<file path="src/rtl/pwm_pkg.sv">
// Shared definitions for the PWM latch sequencer: op codes, FSM states and
// the command record carried through the command FIFO.
package pwm_pkg;

  localparam logic [1:0] OP_DUTY   = 2'b00;
  localparam logic [1:0] OP_BCAST  = 2'b01;
  localparam logic [1:0] OP_OE_SET = 2'b10;
  localparam logic [1:0] OP_OE_CLR = 2'b11;

  // Command fields are stored at fixed widths wide enough for any supported
  // configuration (up to 256 channels, up to 16-bit duty).
  localparam int CMD_CHAN_W = 8;
  localparam int CMD_DUTY_W = 16;

  typedef enum logic [2:0] {
    ST_IDLE,
    ST_DECODE,
    ST_SETUP,
    ST_STROBE,
    ST_HOLD
  } state_e;

  typedef struct packed {
    logic [1:0]            op;
    logic [CMD_CHAN_W-1:0] chan;
    logic [CMD_DUTY_W-1:0] duty;
  } cmd_t;

  function automatic cmd_t make_cmd(input logic [1:0]            op,
                                    input logic [CMD_CHAN_W-1:0] chan,
                                    input logic [CMD_DUTY_W-1:0] duty);
    cmd_t c;
    c.op   = op;
    c.chan = chan;
    c.duty = duty;
    return c;
  endfunction

  // Duty and broadcast ops go through the setup/strobe/hold sequence.
  function automatic logic is_duty_op(input logic [1:0] op);
    return !op[1];
  endfunction

endpackage

</file>
<file path="src/rtl/pwm_cmd_fifo.sv">
// Synchronous command FIFO. The read side sees a write one cycle after it
// lands, so a freshly accepted command is popped no earlier than two edges
// after acceptance; full/occupied use the live pointers so back-pressure and
// the busy indication are never late.
module pwm_cmd_fifo #(
  parameter int WIDTH = 8,
  parameter int DEPTH = 4
) (
  input  logic             clk_i,
  input  logic             rst_i,
  input  logic             push_i,
  input  logic [WIDTH-1:0] wdata_i,
  input  logic             pop_i,
  output logic [WIDTH-1:0] head_o,
  output logic             full_o,
  output logic             empty_o,
  output logic             occupied_o
);

  localparam int AW = $clog2(DEPTH);

  logic [WIDTH-1:0] mem_q [DEPTH];
  logic [AW:0]      wr_ptr_q, wr_ptr_d;
  logic [AW:0]      rd_ptr_q, rd_ptr_d;
  logic [AW:0]      wr_vis_q;
  logic             do_push, do_pop;

  assign full_o     = (wr_ptr_q[AW] != rd_ptr_q[AW]) &&
                      (wr_ptr_q[AW-1:0] == rd_ptr_q[AW-1:0]);
  assign occupied_o = (wr_ptr_q != rd_ptr_q);
  assign empty_o    = (wr_vis_q == rd_ptr_q);
  assign do_pop     = pop_i && !empty_o;
  // A push into a full FIFO is accepted when the head leaves in the same cycle.
  assign do_push    = push_i && (!full_o || do_pop);
  assign head_o     = mem_q[rd_ptr_q[AW-1:0]];

  // Pointer advance for accepted pushes and pops.
  always_comb begin
    wr_ptr_d = wr_ptr_q;
    rd_ptr_d = rd_ptr_q;
    if (do_push) wr_ptr_d = wr_ptr_q + 1'b1;
    if (do_pop)  rd_ptr_d = rd_ptr_q + 1'b1;
  end

  // Pointer registers; reset flushes the FIFO.
  always_ff @(posedge clk_i) begin
    if (rst_i) begin
      wr_ptr_q <= '0;
      rd_ptr_q <= '0;
      wr_vis_q <= '0;
    end else begin
      wr_ptr_q <= wr_ptr_d;
      rd_ptr_q <= rd_ptr_d;
      wr_vis_q <= wr_ptr_q;
    end
  end

  // Storage array; contents are don't-care until written.
  always_ff @(posedge clk_i) begin
    if (do_push) mem_q[wr_ptr_q[AW-1:0]] <= wdata_i;
  end

endmodule

</file>
<file path="src/rtl/pwm_latch_sequencer.sv">
// Owns the shared Ton bus and the per-channel nLatch / oe lines of the PWM
// bank. Host commands are queued in a small FIFO and replayed one at a time;
// duty updates follow a setup / one-cycle strobe / hold sequence so the bank
// always sees a stable Ton around the latching edge.
module pwm_latch_sequencer
  import pwm_pkg::*;
#(
  parameter int NB_PWM     = 24,
  parameter int RESOLUTION = 10,
  parameter int FIFO_DEPTH = 4,
  parameter int CHAN_W     = $clog2(NB_PWM)
) (
  input  logic                  ClkIn,
  input  logic                  Reset,
  input  logic                  CmdValid,
  output logic                  CmdReady,
  input  logic [1:0]            CmdOp,
  input  logic [CHAN_W-1:0]     CmdChan,
  input  logic [RESOLUTION-1:0] CmdDuty,
  output logic [RESOLUTION-1:0] Ton,
  output logic [NB_PWM-1:0]     nLatch,
  output logic [NB_PWM-1:0]     oe,
  output logic                  Busy,
  output logic                  Done,
  output logic                  Err
);

  state_e                state_q, state_d;
  cmd_t                  cmd_q, cmd_d;
  cmd_t                  cmd_in, fifo_head;
  logic [RESOLUTION-1:0] ton_q, ton_d;
  logic [NB_PWM-1:0]     nlatch_q, nlatch_d;
  logic [NB_PWM-1:0]     oe_q, oe_d;
  logic                  done_q, done_d;
  logic                  err_q, err_d;
  logic                  fifo_push, fifo_pop;
  logic                  fifo_full, fifo_empty, fifo_occupied;
  logic                  chan_bad;
  logic [CHAN_W-1:0]     chan_idx;
  logic                  unused_cmd_bits;

  assign cmd_in    = make_cmd(CmdOp, CMD_CHAN_W'(CmdChan), CMD_DUTY_W'(CmdDuty));
  assign CmdReady  = !fifo_full;
  assign fifo_push = CmdValid && CmdReady;

  pwm_cmd_fifo #(
    .WIDTH ($bits(cmd_t)),
    .DEPTH (FIFO_DEPTH)
  ) u_fifo (
    .clk_i      (ClkIn),
    .rst_i      (Reset),
    .push_i     (fifo_push),
    .wdata_i    (cmd_in),
    .pop_i      (fifo_pop),
    .head_o     (fifo_head),
    .full_o     (fifo_full),
    .empty_o    (fifo_empty),
    .occupied_o (fifo_occupied)
  );

  // Broadcast ignores the channel field, so it can never be out of range.
  assign chan_bad = (cmd_q.op != OP_BCAST) && (32'(cmd_q.chan) >= NB_PWM);
  assign chan_idx = cmd_q.chan[CHAN_W-1:0];

  // Duty bits above RESOLUTION are always zero-filled at the input.
  assign unused_cmd_bits = ^cmd_q.duty;

  // Sequencer next-state and next values of the bank-facing registers.
  always_comb begin
    state_d  = state_q;
    cmd_d    = cmd_q;
    ton_d    = ton_q;
    nlatch_d = '1;
    oe_d     = oe_q;
    done_d   = 1'b0;
    err_d    = 1'b0;
    fifo_pop = 1'b0;
    unique case (state_q)
      ST_IDLE: begin
        if (!fifo_empty) begin
          fifo_pop = 1'b1;
          cmd_d    = fifo_head;
          state_d  = ST_DECODE;
        end
      end
      ST_DECODE: begin
        if (chan_bad) begin
          err_d   = 1'b1;
          state_d = ST_IDLE;
        end else if (!is_duty_op(cmd_q.op)) begin
          oe_d[chan_idx] = (cmd_q.op == OP_OE_SET);
          done_d         = 1'b1;
          state_d        = ST_IDLE;
        end else begin
          ton_d   = cmd_q.duty[RESOLUTION-1:0];
          state_d = ST_SETUP;
        end
      end
      ST_SETUP: begin
        if (cmd_q.op == OP_BCAST) nlatch_d = '0;
        else                      nlatch_d[chan_idx] = 1'b0;
        state_d = ST_STROBE;
      end
      ST_STROBE: begin
        done_d  = 1'b1;
        state_d = ST_HOLD;
      end
      ST_HOLD: begin
        state_d = ST_IDLE;
      end
      default: begin
        state_d = ST_IDLE;
      end
    endcase
  end

  // Control and bank-facing registers; reset returns the bank lines to idle.
  always_ff @(posedge ClkIn) begin
    if (Reset) begin
      state_q  <= ST_IDLE;
      ton_q    <= '0;
      nlatch_q <= '1;
      oe_q     <= '0;
      done_q   <= 1'b0;
      err_q    <= 1'b0;
    end else begin
      state_q  <= state_d;
      ton_q    <= ton_d;
      nlatch_q <= nlatch_d;
      oe_q     <= oe_d;
      done_q   <= done_d;
      err_q    <= err_d;
    end
  end

  // Command register holds the popped entry for the whole sequence.
  always_ff @(posedge ClkIn) begin
    cmd_q <= cmd_d;
  end

  assign Ton    = ton_q;
  assign nLatch = nlatch_q;
  assign oe     = oe_q;
  assign Done   = done_q;
  assign Err    = err_q;
  assign Busy   = fifo_occupied || (state_q != ST_IDLE);

endmodule

</file>
<file path="config.mk">
export PLATFORM = sky130hd
export DESIGN_NAME = pwm_latch_sequencer
export DESIGN_NICKNAME = d
export VERILOG_FILES = /design/src/rtl/pwm_pkg.sv /design/src/rtl/pwm_cmd_fifo.sv /design/src/rtl/pwm_latch_sequencer.sv
export SDC_FILE = /design/constraint.sdc
export NUM_CORES = 1
export LEC_CHECK = 0
export ABC_AREA = 1
export CAP_MARGIN = 20
export CORE_ASPECT_RATIO = 0.75
export CORE_MARGIN = 8
export CORE_UTILIZATION = 56
export CTS_BUF_LIST = sky130_fd_sc_hd__clkbuf_8
export DETAILED_ROUTE_END_ITERATION = 10
export GPL_ROUTABILITY_DRIVEN = 1
export GPL_TIMING_DRIVEN = 1
export PLACE_DENSITY = 0.81
export SYNTH_ARGS = -nofsm -noshare
export SYNTH_HDL_FRONTEND = slang
export SYNTH_SLANG_ARGS = --single-unit
</file>
<file path="constraint.sdc">
create_clock -name ClkIn -period 2.4 [get_ports ClkIn]
set_input_delay 0.48 -clock ClkIn [delete_from_list [all_inputs] [get_ports ClkIn]]
set_output_delay 0.48 -clock ClkIn [all_outputs]
set_load 0.02 [all_outputs]
</file>
==> flow_metrics.tcl, run 1 <==
set metrics [dict create \
    dieArea_mm2 0.01432 \
    grt_usage 0.1862 \
    io_pins 82 \
    holdBufCountCts 0 \
    area_growth_pct 23.04 \
    leakagePower_nw 2.758 \
    synth_area_mm2 0.006000 \
    finalSetupTns_ns 0 \
    clk_latency_ns 0.44 \
    timing.fmax_mhz 466.0 \
    num_vias 4443 \
    setup_slack_ns 0.2541 \
    reg2reg_from "u_fifo.rd_ptr_q[0]" \
    crit_path_frequent_cell "nand2_1" \
    reg2regPathDepth 8 \
    worst_hold_path_type "flip-flop to flip-flop" \
    synth-compound-area-share 0.09635 \
    cts_buffers 17 \
    synthCells 589 \
    htreeDepth 4 \
    numPortBuffers 81 \
    cts_tree "built" \
    postRouteAntennaNets 0 \
    grt_start_max_net_pins 38 \
    coreArea_mm2 0.01037 \
    antenna_found_initial 0 \
    critPathRequiredTime_ns 1.92 \
    synthSimpleGateAreaFrac 0.1743 \
    fin_crit_sh 0.8941 \
    ys_warn_count 0 \
    synth_fa_ha_area_frac 0.01043 \
    cts_setup_buffers 0 \
    max_cap_violations 0 \
    root_buffer "clkbuf_8" \
    synth_xor_xnor_area_share 0.007091 \
    peakVddDrop_mv 0.5999 \
    min_path_cells 2 \
    cp-end-kind "output port" \
    synth_seq_cells 157 \
    cts_sinks 157 \
    num_rows 32 \
    worst_slew_pin_slew_ns 0.9991 \
    final_cell_mix "nor2_1, edfxtp_1, nand2_1" \
    drtIter0Drc 352 \
    drive_gt1_frac 0.09654 \
    max_slew_margin 0.3332 \
    wl_per_cell_um 15.71 \
    power_w 0.008106 \
    synth_top_family_by_area "simple AND/OR/NAND/NOR gates" \
    cp_slowest_cell "dfxtp_1" \
    regArea_mm2 0.003994 \
    setup_viol 0 \
    place_area_mm2 0.006970 \
    dp_slack_ns 0.1228 \
    cp_max_fo 5 \
    grt_setup_unrepaired "no" \
    clock_skew_ns 0.008910 \
    avgSynthCellArea_um2 10.19 \
    gp_congestion 0.8234 \
    finalNetCount 706 \
    initial_core_util 0.5785 \
    routed_via_density 5.353 \
    synth_seq_area_share 0.6657 \
    worstPathCellList "inv_1 > nand2_1 > nand2_1 > nand3_2 > dlygate4sd2_1" \
    crit_path_start "u_fifo.wr_ptr_q[1]" \
    route.detailed.drc 0 \
    cellPowerDensity_mw_per_mm2 1098 \
    hpwl_um 8898 \
    die_y_um 105.6 \
    drt-total-wl_um 13040 \
    gr-total-overflow 0 \
    worstSetupStartpointType "flip-flop" \
    critical_path_class "flip-flop to output port" \
    num_antenna_cells 0 \
    firstDrtPassIters 5 \
    die_w_um 135.5 \
    n_fill_cell 727 \
    final_area_mm2 0.007382 \
    endpoint "CmdReady" \
    min_period_ns 2.146 \
    grt_pass1_wl_um 20980 \
    critical_path_arrival_ns 1.67 \
    drv_slew 0 \
    synth_cell_types 36 \
    cpPeakStageDelay_ns 0.44 \
    r2r_slack_ns 0.61 \
    path_clk_slew_ns 0.08 \
    hold_viol_final 0 \
    clk_path_buf_depth 2 \
    final_common_cell "nor2_1" \
    rr_endpoint "cmd_q[4]" \
    multiInputGateArea_mm2 0.001729 \
    final_util 0.7119 \
    grt_pass1_vias 4258 \
    synth_mux_area_frac 0 \
    status "complete, no violations" \
    syn_nets 614 \
]
[repair_timing]
item                                   CTS  global route
endpoints found under the hold margin    0             0
resized for setup                        1             1
setup endpoints to repair                1             1
gates cloned                             0             0
[power breakdown]
part	switching [W]	internal, W	leakage [nW]
combinational	0.00171	0.000798	1.17
sequential	0.000240	0.00332	1.37
clock	0.000977	0.00106	0.215
total	0.00293	0.00518	2.76
[how the worst min path moves through the flow]
| stage | endpoint | startpoint | slack (ns) |
|---|---|---|---|
| 2_1_floorplan | state_q[2] | state_q[0] | 0.45 |
| 3_3_place_gp | state_q[2] | state_q[0] | 0.46 |
| 6_report | Ton[0] | Ton[0] | 0.49 |
| 3_5_place_dp | Ton[0] | Ton[0] | 0.47 |
| 5_1_grt | Ton[0] | Ton[0] | 0.52 |
| 4_1_cts | Ton[0] | Ton[0] | 0.49 |
[synthesized netlist by cell type]
master / n / area, µm²
inv_4: 1 / 6.260
xor2_1: 2 / 17.52
nor2_2: 2 / 12.51
buf_4: 1 / 7.510
o22ai_1: 17 / 106.4
inv_1: 29 / 108.9
a21oi_1: 23 / 115.1
buf_6: 3 / 33.78
dfxtp_1: 72 / 1441
clkbuf_1: 13 / 48.80
nor3_1: 5 / 25.02
o21ai_0: 62 / 310.3
edfxtp_1: 85 / 2552
nor3_2: 1 / 10.01
clkbuf_2: 1 / 5.000
buf_8: 1 / 15.01
o21bai_1: 1 / 7.510
inv_2: 3 / 11.26
buf_2: 4 / 20.02
inv_6: 1 / 8.760
nand3_1: 28 / 140.1
xnor2_2: 1 / 16.27
buf_1: 2 / 7.510
xnor2_1: 1 / 8.760
a21oi_2: 1 / 8.760
nand3b_1: 1 / 7.510
clkinv_1: 1 / 3.750
o21ai_1: 6 / 30.03
ha_1: 5 / 62.56
nor4_1: 1 / 6.260
nand2_2: 4 / 25.02
nand3_2: 2 / 20.02
nor2_1: 124 / 465.5
nand2_4: 1 / 11.26
nand2_1: 83 / 311.6
nor2_4: 1 / 11.26
[registers in the layout, summed over array words and instances (netlist names)]
register         flops
u_fifo.mem_q        68
nLatch              24
oe                  24
cmd_q               12
Ton                 10
chan_idx             5
state_q              3
u_fifo.rd_ptr_q      3
u_fifo.wr_ptr_q      3
u_fifo.wr_vis_q      3
Done                 1
Err                  1
[logic make-up (layout without fill, tap and decap cells)]
kind of cell,count (synthesis),in the layout
buf+inv,60,165
fa+ha+maj,5,5
xor+xnor,4,4
compound gates,110,110
simple gates,253,253
flops,157,157
[through the flow]
| stage | cells | hold WS, ns |
|---|---|---|
| floorplan | 589 | 0.4530 |
| global route | 830 | 0.5151 |
| detailed placement | 798 | 0.4704 |
| CTS | 830 | 0.4891 |
| finish | 830 | 0.4856 |
| global placement | 798 | 0.4635 |
[per-layer routing]
layer  up-vias  share of wire  GRT usage
met2       179           0.46     0.2847
li1       2175              -          -
met1      2066           0.44     0.2396
met3        23          0.087    0.06167
met4         0          0.017    0.07510
met5         -              0          0
[area by class of cell]
type                            instances  area share
Sequential cell                       157      0.5410
Multi-Input combinational cell        372      0.2342
Timing Repair Buffer                   98      0.1273
Clock buffer                           18     0.03356
Tap cell                              136     0.02305
Clock inverter                         14     0.02203
Inverter                               35     0.01881
[worst max-delay path: cells and delay by family (launching register included)]
family                 cells  cell delay, ns
buffers and inverters      2            0.51
flip-flops                 1            0.44
AND/OR/NAND/NOR            3            0.28
Power figures use the tool's default switching activity.
==> inputs of run 2 (changes only) <==
Settings changed: CTS_BUF_LIST sky130_fd_sc_hd__clkbuf_8 to sky130_fd_sc_hd__clkbuf_2 sky130_fd_sc_hd__clkbuf_4 sky130_fd_sc_hd__clkbuf_8.
==> results of run 2 <==
Final layout, timing and power as in run 1 (identical DEF).
==> inputs of run 3 (changes only) <==
Settings changed: CORE_MARGIN 8 to 10.
==> run 3 against run 2 <==
Against the previous run:
- sequential share of layout area fell by 0.34 points
- maximum frequency is 1.9% lower
- core utilization increased by 0.45 points
- via count up 1.8%
- power grew 1.7%
- clock power up 5%
- highest routed layer unchanged
- worst hold slack gained 0.0036 ns
- first-iteration DRC count grew 47%
- register-to-register slack improved by 0.03 ns
==> flow_metrics.tcl, run 3 (same netlist as run 1, synthesis figures left out) <==
set metrics [dict create \
    drt-total-wl_um 13650 \
    fin_crit_sh 0.9112 \
    hpwl_um 9537 \
    num_vias 4521 \
    met2_length_um 6192 \
    cpPeakStageDelay_ns 0.34 \
    status "complete, no violations" \
    largest_register_ffs 68 \
    critical_path_arrival_ns 1.71 \
    io_pins 82 \
    root_buffer "clkbuf_8" \
    postCtsResizedCells 2 \
    clock_skew_ns 0.009049 \
    routed_via_density 5.427 \
    gp_congestion 0.8740 \
    num_antenna_cells 0 \
    holdBufCountCts 0 \
    gr-total-overflow 0 \
    endpoint "Busy" \
    wl_per_cell_um 16.38 \
    cts_sinks 157 \
    grt_setup_unrepaired "no" \
    cp_slowest_cell "dlygate4sd2_1" \
    leakagePower_nw 2.761 \
    final_util 0.7163 \
    num_rows 32 \
    cts_tree "built" \
    dieArea_mm2 0.01530 \
    final_common_cell "nor2_1" \
    coreArea_mm2 0.01037 \
    max_slew_margin 0.6422 \
    clk_latency_ns 0.45 \
    highest_layer "met4" \
    place_area_mm2 0.006993 \
    min_period_ns 2.187 \
    rr_endpoint "cmd_q[24]" \
    hold_viol_final 0 \
    cp_max_fo 3 \
    cellPowerDensity_mw_per_mm2 1109 \
    postRouteAntennaNets 0 \
    die_y_um 109.6 \
    whs_ns 0.4892 \
    critical_path_class "flip-flop to output port" \
    finalSetupTns_ns 0 \
    antenna_found_initial 0 \
    firstDrtPassIters 5 \
    route.detailed.drc 0 \
    numPortBuffers 81 \
    path_clk_slew_ns 0.09 \
    worstPathCellList "inv_1 > nand2_1 > nor2_1 > inv_1 > nor2_1 > nand3_1 > dlygate4sd2_1" \
    crit_path_start "state_q[0]" \
    worst_slew_pin_slew_ns 0.5367 \
    critPathRequiredTime_ns 1.92 \
    cts_setup_buffers 0 \
    drv_slew 0 \
    die_w_um 139.5 \
    met1_length_um 6004 \
    final_cell_mix "nor2_1, edfxtp_1, nand2_1" \
    worstSetupStartpointType "flip-flop" \
    timing.fmax_mhz 457.3 \
    grt_pass1_wl_um 21840 \
    max_cap_violations 0 \
    drive_gt1_frac 0.09900 \
    grt_usage 0.1790 \
    r2r_slack_ns 0.64 \
    drtIter0Drc 518 \
    reg2regPathDepth 8 \
    area_growth_pct 23.82 \
    setup_viol 0 \
    reg2reg_from "u_fifo.rd_ptr_q[0]" \
    cp-end-kind "output port" \
    htreeDepth 4 \
    peakVddDrop_mv 0.6684 \
    finalNetCount 709 \
    wl_met3_um 1224 \
    hp-start "oe[5]" \
    min_path_cells 2 \
    grt_pass1_vias 4233 \
    grt_start_max_net_pins 38 \
    final_area_mm2 0.007428 \
    worst_hold_path_type "flip-flop to flip-flop" \
    clk_path_buf_depth 2 \
    cts_buffers 17 \
    initial_core_util 0.5785 \
]
## run 3: changes by cell type in the layout (fill, tap and decap cells not counted)
cell,before,now
clkinv_1,1,2
dlymetal6s2s_1,1,0
bufinv_16,3,4
clkinv_2,4,0
clkinvlp_4,1,4
clkbuf_8,18,17
clkbuf_4,0,2
dlygate4sd2_1,1,2
buf_4,17,20
clkinv_4,0,1
inv_4,4,1
## run 3: layout make-up
type                       instances  area (µm²)
sequential                       157        3994
fill                             709        2942
multi-input combinational        372        1729
timing repair buffer             101       958.4
clock buffer                      19       249.0
clock inverter                    13       188.9
tap                              136       170.2
inverter                          35       138.9
## run 3: worst max-delay path: cells and delay by family (launching register included)
kind,cells,cell delay (ns)
flip-flops,1,0.33
buffers and inverters,3,0.53
AND/OR/NAND/NOR,4,0.41
## run 3: how the worst min path moves through the flow
stage | endpoint | slack, ns
4_1_cts | oe[5] | 0.49
5_1_grt | Ton[2] | 0.50
6_report | oe[5] | 0.49
3_3_place_gp | state_q[2] | 0.46
2_1_floorplan | state_q[2] | 0.45
3_5_place_dp | oe[5] | 0.47
## run 3: report_power, final
group	internal (W)	switching [W]	leakage, nW	total, W
Combinational	0.000796	0.00173	1.18	0.00252
Sequential	0.00332	0.000258	1.37	0.00358
Clock	0.00116	0.000975	0.208	0.00214
## run 3: metrics by stage
step,setup WS (ns),power [W],cells
after global routing,0.1071,0.008699,833
after CTS,0.1943,0.008247,833
after detailed placement,0.4630,0.006132,801
after floorplan,0.3898,0.005263,589
after global placement,0.4775,0.006023,801
final,0.2131,0.008240,833
## run 3: routing by layer
| layer | global-route usage | up-vias |
|---|---|---|
| met5 | 0 | - |
| met4 | 0.06909 | 0 |
| met3 | 0.05515 | 25 |
| met2 | 0.2799 | 207 |
| met1 | 0.2313 | 2104 |
| li1 | - | 2185 |
